<file path="config.mk">
export PLATFORM = sky130hd
export DESIGN_NAME = reel_speed_ramp
export DESIGN_NICKNAME = d
export VERILOG_FILES = /design/src/rtl/reel_speed_ramp.sv
export SDC_FILE = /design/constraint.sdc
export NUM_CORES = 1
export LEC_CHECK = 0
export CAP_MARGIN = 25
export CELL_PAD_IN_SITES_DETAIL_PLACEMENT = 1
export CELL_PAD_IN_SITES_GLOBAL_PLACEMENT = 2
export CORE_AREA = 2 2 114 116
export DETAILED_ROUTE_END_ITERATION = 12
export DIE_AREA = 0 0 116 118
export PLACE_DENSITY = 0.83
export SLEW_MARGIN = 30
export SYNTH_ARGS = -nofsm -noshare
export SYNTH_HDL_FRONTEND = slang
export SYNTH_SLANG_ARGS = --single-unit
</file>
<file path="constraint.sdc">
create_clock -name clk -period 2.6 [get_ports clk]
set_input_delay 0.39 -clock clk [delete_from_list [all_inputs] [get_ports clk]]
set_output_delay 0.39 -clock clk [all_outputs]
set_load 0.02 [all_outputs]
</file>
<file path="src/rtl/reel_speed_ramp.sv">
// ============================================================================
// Module   : reel_speed_ramp
// Brief    : Reel speed profile generator feeding the reel clock divider.
//            Optional build macro AUTO_STOP_EN adds a timed HOLD exit.
// Revision : 1.0 - initial release
// ============================================================================
`default_nettype none

module reel_speed_ramp #(
    parameter int unsigned MIN_SPEED   = 1,
    parameter int unsigned TOP_SPEED   = 20,
    parameter int unsigned STEP        = 1,
    parameter int unsigned TICK_CYCLES = 5000000,
    parameter int unsigned HOLD_TICKS  = 30
) (
    input  logic        clk,
    input  logic        rst,
    input  logic        start,
    input  logic        stop,
    output logic [25:0] speed,
    output logic        div_rst,
    output logic        spinning,
    output logic        settled
);

    localparam logic [2:0] c_IDLE      = 3'd0;
    localparam logic [2:0] c_RAMP_UP   = 3'd1;
    localparam logic [2:0] c_HOLD      = 3'd2;
    localparam logic [2:0] c_RAMP_DOWN = 3'd3;
    localparam logic [2:0] c_DONE      = 3'd4;

    localparam int          c_TICK_W = (TICK_CYCLES > 1) ? $clog2(TICK_CYCLES) : 1;
    localparam logic [25:0] c_MIN    = 26'(MIN_SPEED);
    localparam logic [25:0] c_TOP    = 26'(TOP_SPEED);

    generate
        if (MIN_SPEED < 1 || TOP_SPEED < MIN_SPEED || TOP_SPEED > 32'h03FF_FFFF ||
            STEP < 1 || TICK_CYCLES < 1 || HOLD_TICKS > 32'h7FFF_FFFF) begin : g_param_check
            $error("reel_speed_ramp: illegal parameter combination");
        end
    endgenerate

    logic [2:0]          r_state;
    logic [25:0]         r_speed;
    logic                r_div_rst;
    logic                r_spinning;
    logic                r_settled;
    logic [c_TICK_W-1:0] r_tick_cnt;

    logic [2:0]  w_state_nxt;
    logic [25:0] w_speed_nxt;
    logic        w_state_chg;
    logic        w_tick;
    logic [26:0] w_up_sum;
    logic [25:0] w_speed_up;
    logic [25:0] w_speed_dn;
    logic        w_hold_done;

    assign w_tick = (r_tick_cnt == c_TICK_W'(TICK_CYCLES - 1));

    // Saturating arithmetic in 27 bits so neither direction can wrap.
    assign w_up_sum   = {1'b0, r_speed} + 27'(STEP);
    assign w_speed_up = (w_up_sum >= 27'(TOP_SPEED)) ? c_TOP : w_up_sum[25:0];
    assign w_speed_dn = ({1'b0, r_speed} >= (27'(MIN_SPEED) + 27'(STEP))) ?
                        (r_speed - 26'(STEP)) : c_MIN;

`ifdef AUTO_STOP_EN
    localparam int c_HOLD_W = (HOLD_TICKS > 1) ? $clog2(HOLD_TICKS) : 1;

    logic [c_HOLD_W-1:0] r_hold_cnt;

    // HOLD_TICKS of 0 or 1 both expire on the first tick.
    assign w_hold_done = (32'(r_hold_cnt) + 32'd1) >= HOLD_TICKS;

    always_ff @(posedge clk or negedge rst) begin
        if (!rst) begin
            r_hold_cnt <= '0;
        end else if (r_state != c_HOLD || w_state_chg) begin
            r_hold_cnt <= '0;
        end else if (w_tick) begin
            r_hold_cnt <= r_hold_cnt + 1'b1;
        end
    end
`else
    assign w_hold_done = 1'b0;
`endif

    always_comb begin
        w_state_nxt = r_state;
        w_speed_nxt = r_speed;
        case (r_state)
            c_IDLE: begin
                w_speed_nxt = c_MIN;
                if (start) w_state_nxt = c_RAMP_UP;
            end
            c_RAMP_UP: begin
                if (stop) begin
                    w_state_nxt = c_RAMP_DOWN;
                end else if (w_tick) begin
                    w_speed_nxt = w_speed_up;
                    if (w_speed_up == c_TOP) w_state_nxt = c_HOLD;
                end
            end
            c_HOLD: begin
                w_speed_nxt = c_TOP;
                if (stop || (w_tick && w_hold_done)) w_state_nxt = c_RAMP_DOWN;
            end
            c_RAMP_DOWN: begin
                if (w_tick) begin
                    w_speed_nxt = w_speed_dn;
                    if (w_speed_dn == c_MIN) w_state_nxt = c_DONE;
                end
            end
            c_DONE: begin
                w_speed_nxt = c_MIN;
                w_state_nxt = c_IDLE;
            end
            default: begin
                w_speed_nxt = c_MIN;
                w_state_nxt = c_IDLE;
            end
        endcase
    end

    assign w_state_chg = (w_state_nxt != r_state);

    always_ff @(posedge clk or negedge rst) begin
        if (!rst) begin
            r_state    <= c_IDLE;
            r_speed    <= c_MIN;
            r_div_rst  <= 1'b0;
            r_spinning <= 1'b0;
            r_settled  <= 1'b0;
            r_tick_cnt <= '0;
        end else begin
            r_state    <= w_state_nxt;
            r_speed    <= w_speed_nxt;
            r_div_rst  <= (r_state == c_IDLE) && start;
            r_spinning <= (w_state_nxt == c_RAMP_UP) || (w_state_nxt == c_HOLD) ||
                          (w_state_nxt == c_RAMP_DOWN);
            r_settled  <= (w_state_nxt == c_DONE);
            // Every phase starts a full tick period after its entry edge.
            if (w_state_chg || w_tick || r_state == c_IDLE || r_state == c_DONE) begin
                r_tick_cnt <= '0;
            end else begin
                r_tick_cnt <= r_tick_cnt + 1'b1;
            end
        end
    end

    assign speed    = r_speed;
    assign div_rst  = r_div_rst;
    assign spinning = r_spinning;
    assign settled  = r_settled;

endmodule

`default_nettype wire

</file>
# Yosys cells after proc, flatten, opt, wreduce, memory -nomap -nowiden
# Index checks and enable logic that the tools add are counted.
dict set report op_classes {
  addsub 3
  magnitude_cmp 2
  eq_ne 15
  mux 15
  n_reduce_logical 8
}
# op n
set op_table {}
lappend op_table {{26-bit 2-to-1 mux} 5}
lappend op_table {{26-bit one-hot mux with 3 select lines} 1}
lappend op_table {{26-bit by 1-bit adder with 27-bit output, second input constant} 1}
lappend op_table {{27-bit by 5-bit greater-or-equal comparator with 1-bit output, second input constant} 1}
lappend op_table {{26-bit by 1-bit equality test with 1-bit output, second input constant} 1}
lappend op_table {{26-bit by 5-bit equality test with 1-bit output, second input constant} 1}
lappend op_table {{26-bit by 2-bit greater-or-equal comparator with 1-bit output, second input constant} 1}
lappend op_table {{26-bit by 1-bit subtractor with 26-bit output, second input constant} 1}
lappend op_table {{23-bit by 1-bit adder with 23-bit output, second input constant} 1}
lappend op_table {{23-bit equality test, second input constant} 1}
lappend op_table {{23-bit 2-to-1 mux} 1}
lappend op_table {{3-bit 2-to-1 mux} 7}
lappend op_table {{3-bit by 2-bit equality test with 1-bit output, second input constant} 4}
lappend op_table {{3-bit one-hot mux with 4 select lines} 1}
lappend op_table {{3-bit by 1-bit equality test with 1-bit output, second input constant} 2}
lappend op_table {{3-bit equality test, second input constant} 2}
lappend op_table {{2-bit inequality test, second input constant} 3}
lappend op_table {{1-bit logical OR} 5}
lappend op_table {{3-bit zero test} 1}
lappend op_table {{3-bit inequality test} 1}
lappend op_table {{3-bit AND reduction} 1}
lappend op_table {{1-bit logical AND} 1}
dict set report totals {
  ff_bits 55
  word_cells 49
}

# Logic depth before layout (Yosys ltp)
dict set report logic_depth {
  depth_word 13
  mapped_depth 11
  mapped_depth_nobuf 10
}

# Worst setup path after synthesis
# OpenSTA, ideal clock, no wires.
dict set report synth_path {
  path_type {reg2reg}
  from {register r_speed[0] (netlist: speed[0])}
  to {register r_speed[2] (netlist: speed[2])}
  t_arrival_ns 2.776
  t_required_ns 2.474
  path_slack_ns -0.302
  stages_incl_launch_ff 10
  cell_sequence {dfstp_2 -> ha_1 -> nand4_2 -> or4_4 -> nor3_1 -> xor2_1 -> a2111oi_4 -> nand3_2 -> o31a_1 -> a2bb2oi_1}
}
dict set report synth_via {
  elab_chain_len 6
}
# item line_no
set synth_lines {}
lappend synth_lines {{start, declared} 44} ;# logic [25:0] r_speed;
lappend synth_lines {{start signal, assigned} 130} ;# r_speed <= c_MIN;
lappend synth_lines {{start signal, assigned} 137} ;# r_speed <= w_speed_nxt;
lappend synth_lines {{26-bit by 1-bit adder with 27-bit output} 62} ;# assign w_up_sum = {1'b0, r_speed} + 27'(STEP);
lappend synth_lines {{27-bit by 5-bit greater-or-equal comparator with 1-bit output} 63} ;# assign w_speed_up = (w_up_sum >= 27'(TOP_SPEED)) ? c_TOP : w_up_sum[25:0];
lappend synth_lines {{26-bit 2-to-1 mux} 63}
lappend synth_lines {{26-bit 2-to-1 mux} 99} ;# end else if (w_tick) begin
lappend synth_lines {{26-bit 2-to-1 mux} 97} ;# if (stop) begin
lappend synth_lines {{26-bit one-hot mux with 3 select lines (*)} 91} ;# case (r_state)
# Every way passes the cells marked *; elsewhere a longest branch is shown, timed or not. The select of a mux whose other input is x is not followed.
# A chain may end at the register's enable or synchronous reset.

# Worst setup path in the final report
# Same ends and word-level chain as after synthesis.

==> results by group <==
Floorplanning
  – Die Area: 13690 um^2
  – Floorplan row count: 41
  – Core area: 12410 um^2
  – Io pins: 33
  – Die Ht: 118 um
  – Starting Density: 31.54%
  – Die width: 116 um

Cells and area
  – Fillers: 1495
  – Final #Nets: 608
  – Area Growth Syn to Fin: 43.43%
  – Layout cell share with drive strength beyond 1: 30.95%
  – Ant diodes: 0

Worst setup path
  – Reg-to-Reg End: speed[2]
  – WS Path Type: register to register
  – Critical Path AT: 3.04 ns
  – Startpoint Class: register
  – Crit end category: register
  – Path depth of the worst reg2reg path: 9
  – Worst R2R Start: speed[0]
  – Worst setup path start: speed[0]
  – Crit-path max FO: 5
  – Setup crit end: speed[2]
  – R2R Setup Slk: -0.25 ns
  – Worst EP required: 2.79 ns

GRT
  – All-layer global routing usage: 21.26%
  – Number of global-route vias before repair: 4434
  – Total grt overflow: 0
  – Global-route wire length before repair: 23000 um
  – Largest net degree at the start of global routing: 23
  – Initial antenna violation count: 0

Routing
  – Wire per inst: 18.30 um
  – First-pass detailed-route iteration total: 4
  – Post-DR vias/cell: 5.380
  – Vias: 4159
  – # DRC: 0
  – DR iter-0 viols: 198
  – Total Wirelength: 14150 um
  – Antenna violation net count after detailed routing: 0

STA
  – Slew Limit Fails: 0
  – Setup Skew: 0.007010 ns
  – Final setup TNS: -1.063 ns
  – Hold_ws: 0.01972 ns
  – Crit share post-route: 109.5%
  – Max Fclk: 351.1 MHz
  – Final hold vios: 0
  – Tightest Pin Transition: 0.5416 ns
  – Final min period: 2.848 ns
  – Slew margin rel.: 63.61%
  – Setup Viol. Count Final: 8
  – Final WS setup: -0.2482 ns
  – RSZ-0062 raised after global routing: yes

Logic synthesis
  – Synth Area per Inst: 8.260 um^2
  – Netlist Area Pre-Place: 3915 um^2
  – Post-synthesis register bit count: 55
  – Post-Syn Nets: 482
  – Yosys cell types: 68
  – Post-synth EDFFs: 0
  – Post-synth top cells: dfrtp_1, nor2_1, nand2_1, o21ai_0
  – Most numerous cell in the Yosys netlist: dfrtp_1
  – Ys Warns: 0
  – Largest cells by area after synthesis: dfrtp_1, o21ai_0, xnor2_1
  – Asr flop ratio synth: 100.0%
  – Top cell type's share of synthesized area: 34.52%
  – Sequential-to-total area share from yosys stat: 35.19%
  – Syn Inst Count: 474
  – Main synth FF type: dfrtp_1
  – Dominant cell type by area after synthesis: dfrtp_1

Pwr
  – Combinational share of power: 1.8%
  – Clock power frac: 45.7%
  – Internal: 1.232 mW
  – Sequential power share: 52.6%
  – Static Leak: 2.329 nW
  – Overall Power: 1.625 mW
  – Worst VDD drop: 0.2297 mV
  – P_sw: 393.3 uW
  – Cell Pwr Density: 289.4 nW/um^2
  – Sw Ratio: 24.21%

Clock tree
  – Sink Count: 55
  – Clock root cell: clkbuf_16
  – CTS tree: yes
  – Clock Path Buffers: 2
  – Clk_lat worst skew: 0.31 ns
  – # hold bufs at CTS: 0
  – Reg clk slew, reported paths: 0.08 ns
  – H-tree levels: 2
  – Total CTS buffers: 5

Place
  – Hpwl dp: 10970 um
  – IO buf count: 32
  – Final Wtd Congestion: 0.9214

Outcome
  – Status: finished, violations left
  – Failing checks: setup timing

Run
  – Max_cap viols: 0

Hold path
  – HP Class: input pin to asynchronous set/reset pin
## worst min-delay path by stage
stage                     startpoint             end  slack (ns)
after floorplan                  rst         div_rst        0.09
after global placement           rst        spinning        0.36
after detailed placement         rst   r_tick_cnt[3]        0.37
after CTS                        rst      r_state[1]        0.03
after global routing             rst  r_tick_cnt[11]        0.05
final                            rst      r_state[1]        0.02
## power groups by stage
stage	Sequential, mW	Combinational, mW	Clock [mW]
after floorplan	0.872	0.00203	0
final	0.854	0.0286	0.742
after CTS	0.855	0.0304	0.762
after detailed placement	0.872	0.0302	0
after global routing	0.855	0.0330	0.795
after global placement	0.872	0.0294	0
## worst max-delay path, cell delays in order (launching register included)
cell and delay (ns):
dfstp_2 0.59, ha_4 0.17, nand4_4 0.13, or4_4 0.51
o31ai_2 0.23, o21ai_1 0.13, nor4_4 0.32, nand3_2 0.20
o31a_1 0.33, a2bb2oi_1 0.13
## routing by layer
layer  GRT usage (%)  part of all wire, %  vias up
met5               0                    0        -
met4           6.920                  2.2        0
met3           3.708                  3.6       24
met2           35.01                   49       64
met1           28.05                   45     2090
li1                -                    -     1981
## final cells by class
class / count / area [um^2] / area share [%]
Multi-Input combinational cell: 380 / 2606 / 46.41
Clock inverter: 3 / 27.53 / 0.4902
Timing Repair Buffer: 152 / 1240 / 22.08
Clock buffer: 5 / 125.1 / 2.228
Sequential cell: 55 / 1379 / 24.55
Inverter: 6 / 22.52 / 0.4011
Tap cell: 172 / 215.2 / 3.832
## cell usage in the layout (no fill, tap or decap), types with 3 or more instances in the layout
cell and n:
nor4_4 4, nor2_4 3, dfrtp_1 53, nor2b_1 5
or4_4 3, or2_2 4, buf_6 3, nand4_1 9
nor4_1 6, nand3_2 5, and3_1 15, nand2_2 3
xnor2_1 23, o31ai_1 5, o21ai_0 39, nand2_1 43
o41ai_2 4, nor3b_2 3, and4_1 5, o21bai_1 5
nor3_1 13, clkbuf_16 5, inv_1 6, nor3_2 3
a22o_1 3, buf_4 116, o21ai_1 8, nor4b_1 4
a31oi_1 6, a21oi_1 19, nand3_1 20, or3_1 9
nor2_1 50, clkdlybuf4s50_1 31, xor2_1 7
## sequential cells by signal, summed over array words and instances, names as in the netlist
signal	cells
speed	26
r_tick_cnt	23
r_state	3
div_rst	1
settled	1
spinning	1
## cells by family after synthesis
group                      synth area share (%)
AOI/OAI and AO/OA                         19.34
DFF                                       35.19
muxes                                    0.5114
adders and majority gates                 1.278
and+or+nand+nor                           32.28
xor gates and xnor gates                  6.711
buffers and inverters                     4.698
## what timing repair did
action	4_1_cts	5_1_grt
pin swaps	5	11
buffers inserted	1	5
setup endpoints to repair	16	29
resized for setup	18	27
## metrics by stage
step	cell area, um^2	setup WS, ns	instances	utilization [%]
floorplan	3971	-0.1525	474	-
global placement	5209	-0.4208	759	41.96
detailed placement	5209	-0.4799	759	41.96
CTS	5463	-0.2587	768	44.00
global route	5615	-0.3755	773	45.23
finish	5615	-0.2482	773	45.23
(Power assumes the default switching activity.)
